### src/rtl/dsp_add_pkg.sv
// Shared definitions for the word-serial DSP48E2 add/subtract sequencer:
// FSM state encoding, DSP operand width and the carry-injection packer.
package dsp_add_pkg;

   typedef enum logic {
      IDLE = 1'b0,
      RUN  = 1'b1
   } state_t;

   localparam int DSP_W         = 48;
   // One bit is spent on the injected carry at the bottom and one on the
   // carry-out at the top, leaving this many bits for a limb.
   localparam int MAX_LIMB_BITS = DSP_W - 2;

   // The DSP has no fabric carry-in, so the carry is placed in bit 0 of both
   // operands: {x, c} + {y, c} = 2*(x + y + c), and the sum sits one bit up.
   function automatic logic [DSP_W-1:0] pack_carry(
      input logic [MAX_LIMB_BITS-1:0] limb,
      input logic                     c
   );
      return {1'b0, limb, c};
   endfunction

endpackage

### src/rtl/dsp_wide_add_seq_if.sv
// Limb-stream handshake bundle between a producer of operand limb pairs and
// the wide add/subtract sequencer that returns one result limb per transfer.
interface dsp_wide_add_seq_if #(
   parameter int LIMB_BITS = 32
) ();

   logic                 in_valid;
   logic                 in_ready;
   logic                 in_sub;
   logic [LIMB_BITS-1:0] in_a;
   logic [LIMB_BITS-1:0] in_b;
   logic                 out_valid;
   logic                 out_ready;
   logic [LIMB_BITS-1:0] out_sum;
   logic                 out_last;
   logic                 out_carry;

   // Producer side: offers limbs, consumes results.
   modport master (
      output in_valid,
      output in_sub,
      output in_a,
      output in_b,
      output out_ready,
      input  in_ready,
      input  out_valid,
      input  out_sum,
      input  out_last,
      input  out_carry
   );

   // Sequencer side.
   modport slave (
      input  in_valid,
      input  in_sub,
      input  in_a,
      input  in_b,
      input  out_ready,
      output in_ready,
      output out_valid,
      output out_sum,
      output out_last,
      output out_carry
   );

endinterface

### src/rtl/xilinxdspadd.sv
// Combinational DSP48E2 adder wrapper: result = AB + C (+ PCIN when enabled).
// No internal pipeline registers are used, so the add is purely combinational.
module xilinxdspadd
   import dsp_add_pkg::*;
(
   input  logic [DSP_W-1:0] dataAB,
   input  logic [DSP_W-1:0] dataC,
   input  logic [DSP_W-1:0] pcin,
   input  logic             doAddPcin,
   output logic [DSP_W-1:0] result
);

   logic [DSP_W-1:0] pcin_term;

   // Cascade input contributes only when explicitly enabled.
   always_comb begin
      pcin_term = doAddPcin ? pcin : '0;
      result    = dataAB + dataC + pcin_term;
   end

endmodule

### src/rtl/dsp_wide_add_seq.sv
// Word-serial wide add/subtract sequencer. Operands arrive one limb pair per
// cycle, least-significant limb first; the inter-limb carry is held in a
// register and one result limb is emitted per accepted pair through a single
// output register. One DSP slice is shared by every limb of every operand.
module dsp_wide_add_seq
   import dsp_add_pkg::*;
#(
   parameter int NUM_LIMBS = 32,
   parameter int LIMB_BITS = 32
) (
   input  logic               clk,
   input  logic               rst_n,
   dsp_wide_add_seq_if.slave  bus
);

   localparam int             IDX_W    = (NUM_LIMBS > 1) ? $clog2(NUM_LIMBS) : 1;
   localparam logic [IDX_W-1:0] LAST_IDX = IDX_W'(NUM_LIMBS - 1);

   generate
      if (LIMB_BITS < 1 || LIMB_BITS > MAX_LIMB_BITS || NUM_LIMBS < 1) begin : g_bad_param
         $error("dsp_wide_add_seq: LIMB_BITS must be 1..%0d and NUM_LIMBS >= 1", MAX_LIMB_BITS);
      end
   endgenerate

   // Sequencing state
   state_t               state_q;
   state_t               state_d;
   logic [IDX_W-1:0]     idx_q;
   logic [IDX_W-1:0]     idx_d;
   logic                 carry_q;
   logic                 op_sub_q;

   // Limb datapath (stage p0: combinational through the DSP)
   logic                 accept;
   logic                 first_limb;
   logic                 is_last;
   logic                 sub_p0;
   logic                 cin_p0;
   logic [LIMB_BITS-1:0] b_p0;
   logic [DSP_W-1:0]     data_ab_p0;
   logic [DSP_W-1:0]     data_c_p0;
   logic [DSP_W-1:0]     dsp_res_p0;
   logic [LIMB_BITS-1:0] sum_p0;
   logic                 cout_p0;
   logic                 unused_dsp_res;

   // Output register (stage p1)
   logic                 vld_p1;
   logic [LIMB_BITS-1:0] sum_p1;
   logic                 last_p1;
   logic                 carry_p1;

   assign bus.in_ready = rst_n && (!vld_p1 || bus.out_ready);
   assign accept       = bus.in_valid && bus.in_ready;

   // Limb 0 is always taken in IDLE; after that the operation and the carry
   // come from the registers so in_sub is ignored until the next operand.
   assign first_limb   = (state_q == IDLE);
   assign is_last      = (idx_q == LAST_IDX);
   assign sub_p0       = first_limb ? bus.in_sub : op_sub_q;
   assign cin_p0       = first_limb ? bus.in_sub : carry_q;
   assign b_p0         = sub_p0 ? ~bus.in_b : bus.in_b;

   // ---- stage p0: carry injection and the shared DSP add ----
   assign data_ab_p0   = pack_carry(MAX_LIMB_BITS'(bus.in_a), cin_p0);
   assign data_c_p0    = pack_carry(MAX_LIMB_BITS'(b_p0), cin_p0);

   xilinxdspadd u_dsp (
      .dataAB    (data_ab_p0),
      .dataC     (data_c_p0),
      .pcin      ('0),
      .doAddPcin (1'b0),
      .result    (dsp_res_p0)
   );

   assign sum_p0         = dsp_res_p0[LIMB_BITS:1];
   assign cout_p0        = dsp_res_p0[LIMB_BITS+1];
   // Bit 0 and the bits above the carry are always zero by construction.
   assign unused_dsp_res = ^dsp_res_p0;

   // Next-state and limb-counter logic; everything advances only on accept.
   always_comb begin
      state_d = state_q;
      idx_d   = idx_q;
      if (accept) begin
         idx_d = is_last ? '0 : idx_q + 1'b1;
      end
      case (state_q)
         IDLE: begin
            // A single-limb operand completes in IDLE and never enters RUN.
            if (accept && !is_last) begin
               state_d = RUN;
            end
         end
         RUN: begin
            if (accept && is_last) begin
               state_d = IDLE;
            end
         end
         default: state_d = IDLE;
      endcase
   end

   // State register and limb index; reset discards any partial operand.
   always_ff @(posedge clk) begin
      if (!rst_n) begin
         state_q <= IDLE;
         idx_q   <= '0;
      end else begin
         state_q <= state_d;
         idx_q   <= idx_d;
      end
   end

   // Inter-limb carry and the operation latched from limb 0.
   always_ff @(posedge clk) begin
      if (!rst_n) begin
         carry_q  <= 1'b0;
         op_sub_q <= 1'b0;
      end else if (accept) begin
         carry_q  <= cout_p0;
         op_sub_q <= sub_p0;
      end
   end

   // ---- stage p1: output register, reloaded on accept even while popping ----
   always_ff @(posedge clk) begin
      if (!rst_n) begin
         vld_p1   <= 1'b0;
         sum_p1   <= '0;
         last_p1  <= 1'b0;
         carry_p1 <= 1'b0;
      end else if (accept) begin
         vld_p1   <= 1'b1;
         sum_p1   <= sum_p0;
         last_p1  <= is_last;
         carry_p1 <= cout_p0;
      end else if (bus.out_ready) begin
         vld_p1   <= 1'b0;
      end
   end

   assign bus.out_valid = vld_p1;
   assign bus.out_sum   = sum_p1;
   assign bus.out_last  = last_p1;
   assign bus.out_carry = carry_p1;

endmodule

### src/flat_wrapper.sv
// flat-port wrapper written by rule: the top's interface ports become plain ports
module dsp_wide_add_seq_flat import dsp_add_pkg::*;
#(
   parameter int NUM_LIMBS = 32,
   parameter int LIMB_BITS = 32
)
  (clk, rst_n, bus_in_valid, bus_in_sub, bus_in_a, bus_in_b, bus_out_ready, bus_in_ready, bus_out_valid, bus_out_sum, bus_out_last, bus_out_carry);
  dsp_wide_add_seq_if #(.LIMB_BITS(LIMB_BITS)) bus_i ();
  input  logic clk;
  input  logic rst_n;
  input wire logic [$bits(bus_i.in_valid)-1:0] bus_in_valid;
  input wire logic [$bits(bus_i.in_sub)-1:0] bus_in_sub;
  input wire logic [$bits(bus_i.in_a)-1:0] bus_in_a;
  input wire logic [$bits(bus_i.in_b)-1:0] bus_in_b;
  input wire logic [$bits(bus_i.out_ready)-1:0] bus_out_ready;
  output wire logic [$bits(bus_i.in_ready)-1:0] bus_in_ready;
  output wire logic [$bits(bus_i.out_valid)-1:0] bus_out_valid;
  output wire logic [$bits(bus_i.out_sum)-1:0] bus_out_sum;
  output wire logic [$bits(bus_i.out_last)-1:0] bus_out_last;
  output wire logic [$bits(bus_i.out_carry)-1:0] bus_out_carry;
  assign bus_i.in_valid = bus_in_valid;
  assign bus_i.in_sub = bus_in_sub;
  assign bus_i.in_a = bus_in_a;
  assign bus_i.in_b = bus_in_b;
  assign bus_i.out_ready = bus_out_ready;
  assign bus_in_ready = bus_i.in_ready;
  assign bus_out_valid = bus_i.out_valid;
  assign bus_out_sum = bus_i.out_sum;
  assign bus_out_last = bus_i.out_last;
  assign bus_out_carry = bus_i.out_carry;
  dsp_wide_add_seq #(.NUM_LIMBS(NUM_LIMBS), .LIMB_BITS(LIMB_BITS)) u_core (.clk(clk), .rst_n(rst_n), .bus(bus_i));
endmodule
### config.mk
export PLATFORM = sky130hd
export DESIGN_NAME = dsp_wide_add_seq_flat
export DESIGN_NICKNAME = d
export VERILOG_FILES = /design/src/rtl/dsp_add_pkg.sv /design/src/rtl/dsp_wide_add_seq_if.sv /design/src/rtl/xilinxdspadd.sv /design/src/rtl/dsp_wide_add_seq.sv /design/src/flat_wrapper.sv
export SDC_FILE = /design/constraint.sdc
export NUM_CORES = 1
export LEC_CHECK = 0
export ABC_AREA = 1
export ABC_CLOCK_PERIOD_IN_PS = 3400
export BUFFER_PORTS_ARGS = -buffer_cell sky130_fd_sc_hd__buf_2
export CORE_ASPECT_RATIO = 1.2
export CORE_MARGIN = 4
export CORE_UTILIZATION = 44
export CTS_CLUSTER_DIAMETER = 30
export DETAILED_ROUTE_END_ITERATION = 6
export PLACE_DENSITY = 0.68
export SYNTH_ARGS = -nofsm -noshare
export SYNTH_HDL_FRONTEND = slang
export SYNTH_SLANG_ARGS = --single-unit
### constraint.sdc
create_clock -name clk -period 3.4 [get_ports clk]
set_input_delay 0.68 -clock clk [delete_from_list [all_inputs] [get_ports clk]]
set_output_delay 0.68 -clock clk [all_outputs]
set_load 0.05 [all_outputs]
**After elaboration in Yosys (flattened, before gate mapping)**

Index checks and enable logic that the tools add are counted.

- Output and inout bits: 36
- Word-level logic and storage cells: 29
- Register bits after elaboration: 42

- Reductions and logical operators: 8
- Muxes and demuxes: 9
- Add/sub/neg operators: 2
- Bitwise gates (word level): 2
- Eq/ne operators: 1

Operators by type and width:

| kind | number |
|---|---|
| adder 33 x 33 -> 34 bit | 1 |
| 2-to-1 mux 32 bit | 1 |
| NOT 32 bit | 1 |
| 2-to-1 mux 1 bit | 6 |
| adder 5 x 1 -> 5 bit, second input constant | 1 |
| equality test 5 bit, second input constant | 1 |
| 2-to-1 mux 5 bit | 1 |
| logical AND 1 bit | 4 |
| zero test 1 bit | 2 |
| case mux 1 bit (2 select lines) | 1 |
| nonzero test 2 bit | 1 |
| logical OR 1 bit | 1 |
| NOT 1 bit | 1 |

**Logic depth before layout (Yosys ltp)**

Gate-level depths: netlist (run 1).

- Depth after elaboration: 7
- Mapped depth: 20
- Mapped depth without buffers: 19

**By module**

Synthesis (run 1) repeated with hierarchy kept, for this count alone.

- Cell total of the unflattened synthesis: 1255
- Area, all modules: 7400.8 sq um

Modules (own cells, without submodules):

| module | times used | cells each | sequential area each (sq um) | area an instance (sq um) |
|---|---|---|---|---|
| xilinxdspadd | 1 | 1011 | 0.0 | 5492.8 |
| dsp_wide_add_seq | 1 | 244 | 840.8 | 1908.1 |

**Worst setup path before layout (run 1)**

No wires, ideal clock.

- Path kind: in2reg
- Start: input bus_in_sub
- End: register u_core.sum_p1[17], in the netlist u_core.bus.out_sum[17]
- Setup time: 0.113 ns
- Setup slack: 0.719 ns
- Data required time: 3.287 ns
- Buffers on the path: 1
- Stages on the path: 18
- Data arrival time: 2.568 ns
- Path through: inv_1 > nand2_1 > o21ai_2 > buf_2 > xnor2_1 > fa_1 > nand3_1 > nand2_1 > nand2_1 > nand2_2 > nand2_1 > nand2_2 > nand2_1 > nand2_1 > nand2_1 > nand2_1 > o21ai_1 > inv_1

- Word-level cells in the longest chain between the ends: 3
- Elaborated cells between the ends (all ways): 4

RTL lines:

| element | line | RTL |
|---|---|---|
| start, declared | flat_wrapper.sv:12 | `input wire logic [$bits(bus_i.in_sub)-1:0] bus_in_sub;` |
| 2-to-1 mux 1 bit | dsp_wide_add_seq.sv:60 | `assign sub_p0 = first_limb ? bus.in_sub : op_sub_q;` |
| 2-to-1 mux 32 bit | dsp_wide_add_seq.sv:62 | `assign b_p0 = sub_p0 ? ~bus.in_b : bus.in_b;` |
| adder 33 x 33 -> 34 bit * | xilinxdspadd.sv:18 | `result = dataAB + dataC + pcin_term;` |
| end signal, assigned | dsp_wide_add_seq.sv:135 | `sum_p1 <= sum_p0;` |
| end, declared | dsp_wide_add_seq.sv:49 | `logic [LIMB_BITS-1:0] sum_p1;` |

Mark *: on every way between the ends. The rest lies on a longest branch, timed or not.
A chain may end at the register's enable or synchronous reset.

**Worst setup path after layout (run 1)**

- Start: input bus_in_sub
- End: register u_core.sum_p1[28], in the netlist u_core.bus.out_sum[28]

Same word-level chain as after synthesis.

==> results.cfg, run 1 <==
[global_route]
first_global_vias = 4396
grt_usage_pct = 23.0
grt_max_degree = 58
grt_remaining_overflow = 0
met1_usage_pct = 25.8
grt_use_met2_pct = 44.3
grt_pass1_wl_um = 20000
top_usage_layer = met2
antenna_found_initial = 0
use_met3_pct = 2.70

[cts]
cts_tree = yes
cts_num_sinks = 42
cts_buffers = 5
post_cts_buffers = 0
clk_pin_slew_ps = 90
root_buffer = clkbuf_8
clk_path_buf_depth = 2
ctsResizeCount = 0
insertion_delay_ps = 310
cts_max_level = 2
hold_buffers = 0

[synthesis]
syn-num-nets = 801
yosysUniqueCellTypes = 32
synthArstFlopShare_pct = 0
syn_area_mm2 = 0.00414
synth-edff-count = 0
synth_top_area_share_pct = 20.7
avgSynthCellArea_um2 = 5.93
ys.flop_type = dfxtp_1
syn_inst = 697
ys_seq_area_share_pct = 20.3
ys_warn_count = 0
yosys.area.top_type = nand2_1
synth_seq_cells = 42
synthTopCellsByArea = nand2_1 (21%), dfxtp_1 (20%), ha_1 (10%), inv_1 (10%), xnor2_1 (8.9%)

[cells_and_area]
area_delta_synth_final_pct = 17.9
finalNonFillerCells = 917
final_cell_mix = nand2_1 (228), inv_1 (113), buf_2 (104)
antenna_cells = 0
final_common_cell = nand2_1
fillCellCount = 993
layout-drive-gt1-share_pct = 16.7
design_area_mm2 = 0.00488
nets = 900

[sta]
setup_viol = 0
worst_slack_ps = 454
fmax_mhz = 339
hold_violations = 0
clock_skew_ps = 10.5
slew_headroom_pct = 42.3
fin_setup_tns_ps = 0
timing.final.crit_share_pct = 86.7
slew_viol_final = 0
rsz0062_at_grt = false
min_period_ps = 2950
worstMarginPinSlew_ps = 864

[floorplanning]
std_cell_rows = 38
die_h_um = 114
core_area_mm2 = 0.00913
io_pins = 105
start_util_pct = 45.3
die-area_mm2 = 0.0110
die_w_um = 96.5

[hold_path]
whs_path_depth = 2
holdPathEnd = u_core.bus.out_sum[0]
hold_path.class = reg2reg
min_from = u_core.bus.out_sum[0]

[setup_path]
rrSetupSlack_ps = 480
required_ps = 3610
cp_max_fo = 24
cp.arrival_ps = 3150
worstSetupPathType = in2reg
critPathLaunchType = input port
reg2reg_to = u_core.bus.out_sum[28]
endpoint_kind = flip-flop
ff2ff_path_depth = 15

[outcome]
outcome = finished, final reports clean

[placed_design]
placedCellCount = 909
dpl.hpwl_um = 10100
preCtsSetupSlack_ps = 136
place_area_mm2 = 0.00476
portBuffers = 104
gp_congestion = 0.950

[power_and_ir_drop]
p_leak_nw = 2.80
peakVddDrop_v = 0.000225
power_density_mw_per_mm2 = 480

[job]
drv_cap = 0

[routing]
drt_iter0_drc = 193
wl_per_cell_um = 13.5
drt-pass1-iter-count = 4
drt.antenna.violating_nets = 0
wl_um = 12400
route.detailed.drc = 0
routed-via-count = 4490
vias_per_cell = 4.90
how the worst max path moves through the flow:
stage	endpoint	startpoint
final	u_core.bus.out_sum[28]	bus_in_sub
after global routing	u_core.bus.out_sum[22]	bus_in_sub
after detailed placement	u_core.bus.out_sum[28]	bus_in_sub
after global placement	u_core.bus.out_sum[28]	bus_in_sub
after floorplan	u_core.bus.out_sum[17]	bus_in_sub
after CTS	u_core.bus.out_sum[28]	bus_in_sub
cells by family (layout without fill, tap and decap cells):
kind of cell               after synthesis  in the layout  share of synthesized area (%)
and+or+nand+nor                        362            362                           36.3
AOI/OAI and AO/OA                       86             86                           11.1
xor gates and xnor gates                43             43                           9.11
adders and majority gates               35             35                           10.8
DFF                                     42             42                           20.3
buffers and inverters                  129            229                           12.4
sequential cells by signal, summed over array words and instances (netlist names), named ones only:
register / count
u_core.bus.out_valid: 1
u_core.bus.out_last: 1
u_core.idx_q: 5
u_core.bus.out_carry: 1
u_core.bus.out_sum: 32
u_core.op_sub_q: 1
through the flow:
step                total power (W)  hold slack, ps  util, %
floorplan                   0.00160             447        -
global placement            0.00192             453     52.2
detailed placement          0.00193             456     52.2
CTS                         0.00236             471     53.4
global route                0.00252             499     53.4
finish                      0.00234             472     53.4
layer usage:
layer / vias up / routed length [um]
met5: - / 0
met4: 0 / 254
met3: 17 / 656
met2: 134 / 6370
met1: 1972 / 5080
li1: 2367 / -
layout make-up:
| type | instances | area, um2 | share of cell area [%] |
|---|---|---|---|
| clock buffers | 5 | 68.8 | 1.41 |
| flip-flops and latches | 42 | 841 | 17.2 |
| clock inverters | 3 | 43.8 | 0.898 |
| well taps | 120 | 150 | 3.08 |
| multi-input cells | 526 | 2790 | 57.2 |
| inverters | 114 | 428 | 8.78 |
| repair buffers | 107 | 556 | 11.4 |
worst max-delay path, cell delays in order:
cell	delay [ps]
buf_2	90
inv_1	50
nand2_1	110
o21ai_4	220
buf_12	260
xnor2_1	150
ha_1	320
a21oi_1	340
o21ai_0	190
inv_1	80
nand2_1	70
a21oi_1	190
nand2_1	80
nand2_1	60
nand3_1	90
nand2_1	100
inv_1	40
synthesized netlist by cell type (2+ instances only):
master	count
o21ai_1	2
or2_2	2
nand3_2	2
ha_1	34
buf_1	3
a21oi_1	43
o21ai_0	32
xnor2_1	42
dfxtp_1	42
buf_6	2
nor3_1	9
buf_2	8
nand2_2	9
nand3_1	58
nor2_1	49
inv_1	113
nand2_1	228
o21bai_1	5
power by group:
part	leakage, nW	total [W]	switching (W)	internal, W
logic	2.39	0.00132	0.000898	0.000425
registers	0.348	0.000600	0.0000389	0.000561
clock network	0.0585	0.000418	0.000197	0.000220
Note: power is estimated with default switching activity, not from simulation.
==> inputs of run 2 (changes only) <==
--- a/config.mk
+++ b/config.mk
@@ -6,7 +6,7 @@
 export NUM_CORES = 1
 export LEC_CHECK = 0
 export ABC_AREA = 1
-export ABC_CLOCK_PERIOD_IN_PS = 3400
+export ABC_CLOCK_PERIOD_IN_PS = 3500
 export BUFFER_PORTS_ARGS = -buffer_cell sky130_fd_sc_hd__buf_2
 export CORE_ASPECT_RATIO = 1.2
 export CORE_MARGIN = 4
==> constraint.sdc (replaced) <==
create_clock -name clk -period 3.5 [get_ports clk]
set_input_delay 0.7 -clock clk [delete_from_list [all_inputs] [get_ports clk]]
set_output_delay 0.7 -clock clk [all_outputs]
set_load 0.05 [all_outputs]
==> run 2 against run 1 <==
  * Global-route usage grew 0.12 points
  * Clock-buffer cell count grew 1
  * Cell count unchanged
  * Critical path depth is the same
==> results.cfg, run 2 (synthesis results as in run 1) <==
[routing]
route.detailed.drc = 0
wl_um = 12600
wl_per_cell_um = 13.7
drt-pass1-iter-count = 4
vias_per_cell = 4.94
routed-via-count = 4534
drt.antenna.violating_nets = 0
drt_iter0_drc = 212

[cts]
cts_tree = yes
clk_pin_slew_ps = 90
cts_max_level = 2
ctsResizeCount = 0
clk_path_buf_depth = 2
hold_buffers = 0
cts_buffers = 5
cts_num_sinks = 42
root_buffer = clkbuf_8
post_cts_buffers = 0
insertion_delay_ps = 320

[floorplanning]
die-area_mm2 = 0.0110
die_w_um = 96.5
io_pins = 105
die_h_um = 114
core_area_mm2 = 0.00913
start_util_pct = 45.3
std_cell_rows = 38

[setup_path]
required_ps = 3720
cp.arrival_ps = 3150
cp_max_fo = 24
worstSetupPathType = in2reg
critPathLaunchType = input port
endpoint_kind = flip-flop

[cells_and_area]
nets = 900
antenna_cells = 0
largest_register_ffs = 32
area_delta_synth_final_pct = 17.3
final_cell_mix = nand2_1 (228), inv_1 (113), buf_2 (104)
layout-drive-gt1-share_pct = 16.6
final_common_cell = nand2_1
fillCellCount = 998

[power_and_ir_drop]
power_density_mw_per_mm2 = 456
peakVddDrop_v = 0.000258
power_w = 0.00221
p_leak_nw = 2.78

[sta]
fmax_mhz = 340
fin_setup_tns_ps = 0
clock_skew_ps = 14.2
slew_headroom_pct = 41.6
hold_violations = 0
setup_viol = 0
worstMarginPinSlew_ps = 875
worst_slack_ps = 562
rsz0062_at_grt = false
min_period_ps = 2940
timing.final.crit_share_pct = 83.9
slew_viol_final = 0

[global_route]
grt_max_degree = 58
grt_remaining_overflow = 0
first_global_vias = 4430
antenna_found_initial = 0
grt_pass1_wl_um = 20100
grt_usage_pct = 23.1

[placed_design]
dpl.hpwl_um = 10100
portBuffers = 104
gp_congestion = 0.955
preCtsSetupSlack_ps = 263

[job]
drv_cap = 0

[outcome]
outcome = finished, final reports clean

[hold_path]
hold_path.class = reg2reg
-- run 2: layout make-up --
type / instances / area [um2] / share of cell area [%]
Multi-Input combinational cell: 526 / 2790 / 57.5
Timing Repair Buffer: 107 / 556 / 11.5
Inverter: 114 / 428 / 8.82
Sequential cell: 42 / 841 / 17.3
Clock inverter: 2 / 13.8 / 0.284
Clock buffer: 6 / 72.6 / 1.50
Tap cell: 120 / 150 / 3.10
-- run 2: routing by layer --
layer | track usage (%) | vias up | part of all wire, % | wire (um)
met3 | 2.96 | 18 | 6.0 | 758
met5 | 0 | - | 0 | 0
met2 | 44.3 | 140 | 51 | 6360
met4 | 6.27 | 0 | 2.0 | 256
met1 | 26.1 | 2010 | 41 | 5180
li1 | - | 2366 | - | -
-- run 2: per-stage QoR --
| step | util [%] | std cells | hold WS, ps | instance area, um2 |
|---|---|---|---|---|
| global placement | 52.2 | 909 | 454 | 4760 |
| detailed placement | 52.2 | 909 | 458 | 4760 |
| global route | 53.1 | 917 | 500 | 4850 |
| floorplan | - | 697 | 447 | 4140 |
| finish | 53.1 | 917 | 466 | 4850 |
| CTS | 53.1 | 917 | 472 | 4850 |
-- run 2: report_power, final --
part | switching (W) | internal, W | total [W] | leakage (nW)
registers | 0.0000373 | 0.000545 | 0.000582 | 0.348
clock network | 0.000204 | 0.000142 | 0.000346 | 0.0452
logic | 0.000874 | 0.000412 | 0.00129 | 2.39
total | 0.00111 | 0.00110 | 0.00221 | 2.78
-- run 2: worst paths after layout --
path / start / slack (ps) / cells past startpoint / endpoint
max: bus_in_sub / 560 / 17 / u_core.bus.out_sum[31]
min: u_core.bus.out_sum[0] / 470 / 2 / u_core.bus.out_sum[0]
max reg2reg: flip-flop / 610 / 15 / u_core.bus.out_sum[31]
min reg2reg: u_core.bus.out_sum[0] / 470 / 2 / u_core.bus.out_sum[0]
-- run 2: worst max-delay path, cell delays in order --
cell and delay (ps):
buf_2 100, inv_1 50, nand2_1 110, o21ai_4 220, buf_12 270, xnor2_1 160
ha_1 340, a21oi_1 250, nor2_1 80, o21ai_0 170, nand2_1 70, a21oi_1 280
nand2_1 90, nand2_1 70, nand3_1 60, nand2_1 90, inv_1 40
==> inputs of run 3 (changes only) <==
--- a/config.mk
+++ b/config.mk
@@ -6,7 +6,7 @@
 export NUM_CORES = 1
 export LEC_CHECK = 0
 export ABC_AREA = 1
-export ABC_CLOCK_PERIOD_IN_PS = 3500
+export ABC_CLOCK_PERIOD_IN_PS = 3000
 export BUFFER_PORTS_ARGS = -buffer_cell sky130_fd_sc_hd__buf_2
 export CORE_ASPECT_RATIO = 1.2
 export CORE_MARGIN = 4
==> constraint.sdc (replaced) <==
create_clock -name clk -period 3 [get_ports clk]
set_input_delay 0.6 -clock clk [delete_from_list [all_inputs] [get_ports clk]]
set_output_delay 0.6 -clock clk [all_outputs]
set_load 0.05 [all_outputs]
==> run 3 against run 2 <==
  * Cell count rose by 1.7%
  * Clock-buffer cell count decreased by 1
  * Die area stayed put
  * Register-to-register slack worse by 250 ps
  * Routed wire length increased by 0.77%
  * First-iteration DRC count fell by 27%
  * Worst setup slack worse by 200 ps
  * Cell area is 3.4% higher
  * Global-route usage increased by 0.60 points
  * Sequential power grew 17%
  * Power rose by 23%
  * Critical endpoint is now u_core.bus.out_sum[26]
==> results.cfg, run 3 (synthesis results as in run 1) <==
[cells_and_area]
finalNonFillerCells = 933
final_cell_mix = nand2_1 (228), inv_1 (113), buf_2 (104)
multi_input_area_mm2 = 0.00279
area.sequential_um2 = 841
area_delta_synth_final_pct = 21.2
layout-drive-gt1-share_pct = 18.5
largest_register_ffs = 32
final_common_cell = nand2_1
nets = 916
fillCellCount = 991
antenna_cells = 0

[floorplanning]
std_cell_rows = 38
core_area_mm2 = 0.00913
die_h_um = 114
start_util_pct = 45.3
die_w_um = 96.5
io_pins = 105
die-area_mm2 = 0.0110

[sta]
timing.final.crit_share_pct = 88.0
clock_skew_ps = 11.8
rsz0062_at_grt = false
slew_headroom_pct = 61.0
fmax_mhz = 379
worst_slack_ps = 360
min_period_ps = 2640
slew_viol_final = 0
fin_setup_tns_ps = 0
hold_violations = 0
worstMarginPinSlew_ps = 585
setup_viol = 0

[job]
drv_cap = 0

[setup_path]
cp_max_fo = 24
cp.arrival_ps = 2860
ff2ff_path_depth = 15
critPathLaunchType = flip-flop
endpoint_kind = flip-flop
reg2reg_to = u_core.bus.out_sum[26]
worstSetupPathType = reg2reg
required_ps = 3220
rrSetupSlack_ps = 360

[placed_design]
gp_congestion = 0.969
placedCellCount = 925
preCtsSetupSlack_ps = 32.7
dpl.hpwl_um = 10500
portBuffers = 104

[power_and_ir_drop]
peakVddDrop_v = 0.000259
seqPwrFrac_pct = 24.9
p_switching_w = 0.00131
p_clk_share_pct = 17.7
share_comb_of_total_power_pct = 57.5
p_leak_nw = 2.88
p_int_w = 0.00142
swShare_pct = 48.1
power_density_mw_per_mm2 = 544

[cts]
cts_buffers = 5
root_buffer = clkbuf_8
cts_num_sinks = 42
hold_buffers = 0
ctsResizeCount = 0
insertion_delay_ps = 310
clk_path_buf_depth = 2
post_cts_buffers = 0
clk_pin_slew_ps = 90
cts_tree = yes
cts_max_level = 2

[routing]
drt.antenna.violating_nets = 0
drt-pass1-iter-count = 4
vias_per_cell = 4.92
wl_per_cell_um = 13.6
route.detailed.drc = 0
wl_um = 12600
drt_iter0_drc = 154
routed-via-count = 4588

[hold_path]
whs_path_depth = 2
min_from = u_core.bus.out_last
hold_path.class = reg2reg
holdPathEnd = u_core.bus.out_last

[global_route]
first_global_vias = 4519
antenna_found_initial = 0
grt_max_degree = 58
grt_usage_pct = 23.7
grt_pass1_wl_um = 20500
grt_remaining_overflow = 0

[outcome]
outcome = finished, final reports clean
## run 3: stage by stage
stage	instance area, um2	hold slack [ps]	power [W]	util [%]
3_3_place_gp	4900	454	0.00224	53.6
2_1_floorplan	4140	447	0.00181	-
5_1_grt	5010	498	0.00293	54.9
6_report	5010	467	0.00273	54.9
4_1_cts	5010	471	0.00274	54.9
3_5_place_dp	4900	457	0.00225	53.6
## run 3: power groups by stage
stage	combinational, W	clock (W)	sequential (W)
after global routing	0.00174	0.000507	0.000688
after detailed placement	0.00156	0	0.000692
after CTS	0.00157	0.000490	0.000679
after floorplan	0.000870	0	0.000941
final	0.00157	0.000482	0.000679
after global placement	0.00155	0	0.000691
## run 3: critical path, stage by stage (launching register included)
cell and delay [ps]:
dfxtp_1 320, inv_1 120, nand2_1 140, o21ai_4 130, buf_12 250, xnor2_1 140, ha_1 310, a21oi_1 260
nand2_1 110, o21bai_1 210, a21oi_1 240, nand2_1 90, nand2_1 60, nand3_1 60, nand2_1 80, inv_1 40
## run 3: final cells by class
type,count,area share [%]
Clock buffer,5,1.37
Clock inverter,3,0.874
Inverter,114,8.54
Multi-Input combinational cell,526,55.7
Sequential cell,42,16.8
Tap cell,120,3.00
Timing Repair Buffer,123,13.7
## run 3: per-layer routing
| metal | GRT usage (%) | wire, um | part of all wire, % | up-vias |
|---|---|---|---|---|
| met5 | 0 | 0 | 0 | - |
| met4 | 12.8 | 683 | 5.4 | 0 |
| met3 | 3.35 | 617 | 4.9 | 44 |
| met2 | 43.0 | 6160 | 49 | 138 |
| met1 | 25.9 | 5190 | 41 | 2002 |
| li1 | - | - | - | 2404 |
## run 3: how the worst max path moves through the flow
stage,cells after the start,endpoint
floorplan,18,u_core.bus.out_sum[17]
global placement,17,u_core.bus.out_sum[28]
detailed placement,17,u_core.bus.out_sum[28]
CTS,16,u_core.bus.out_sum[28]
global route,15,u_core.bus.out_sum[27]
finish,15,u_core.bus.out_sum[26]
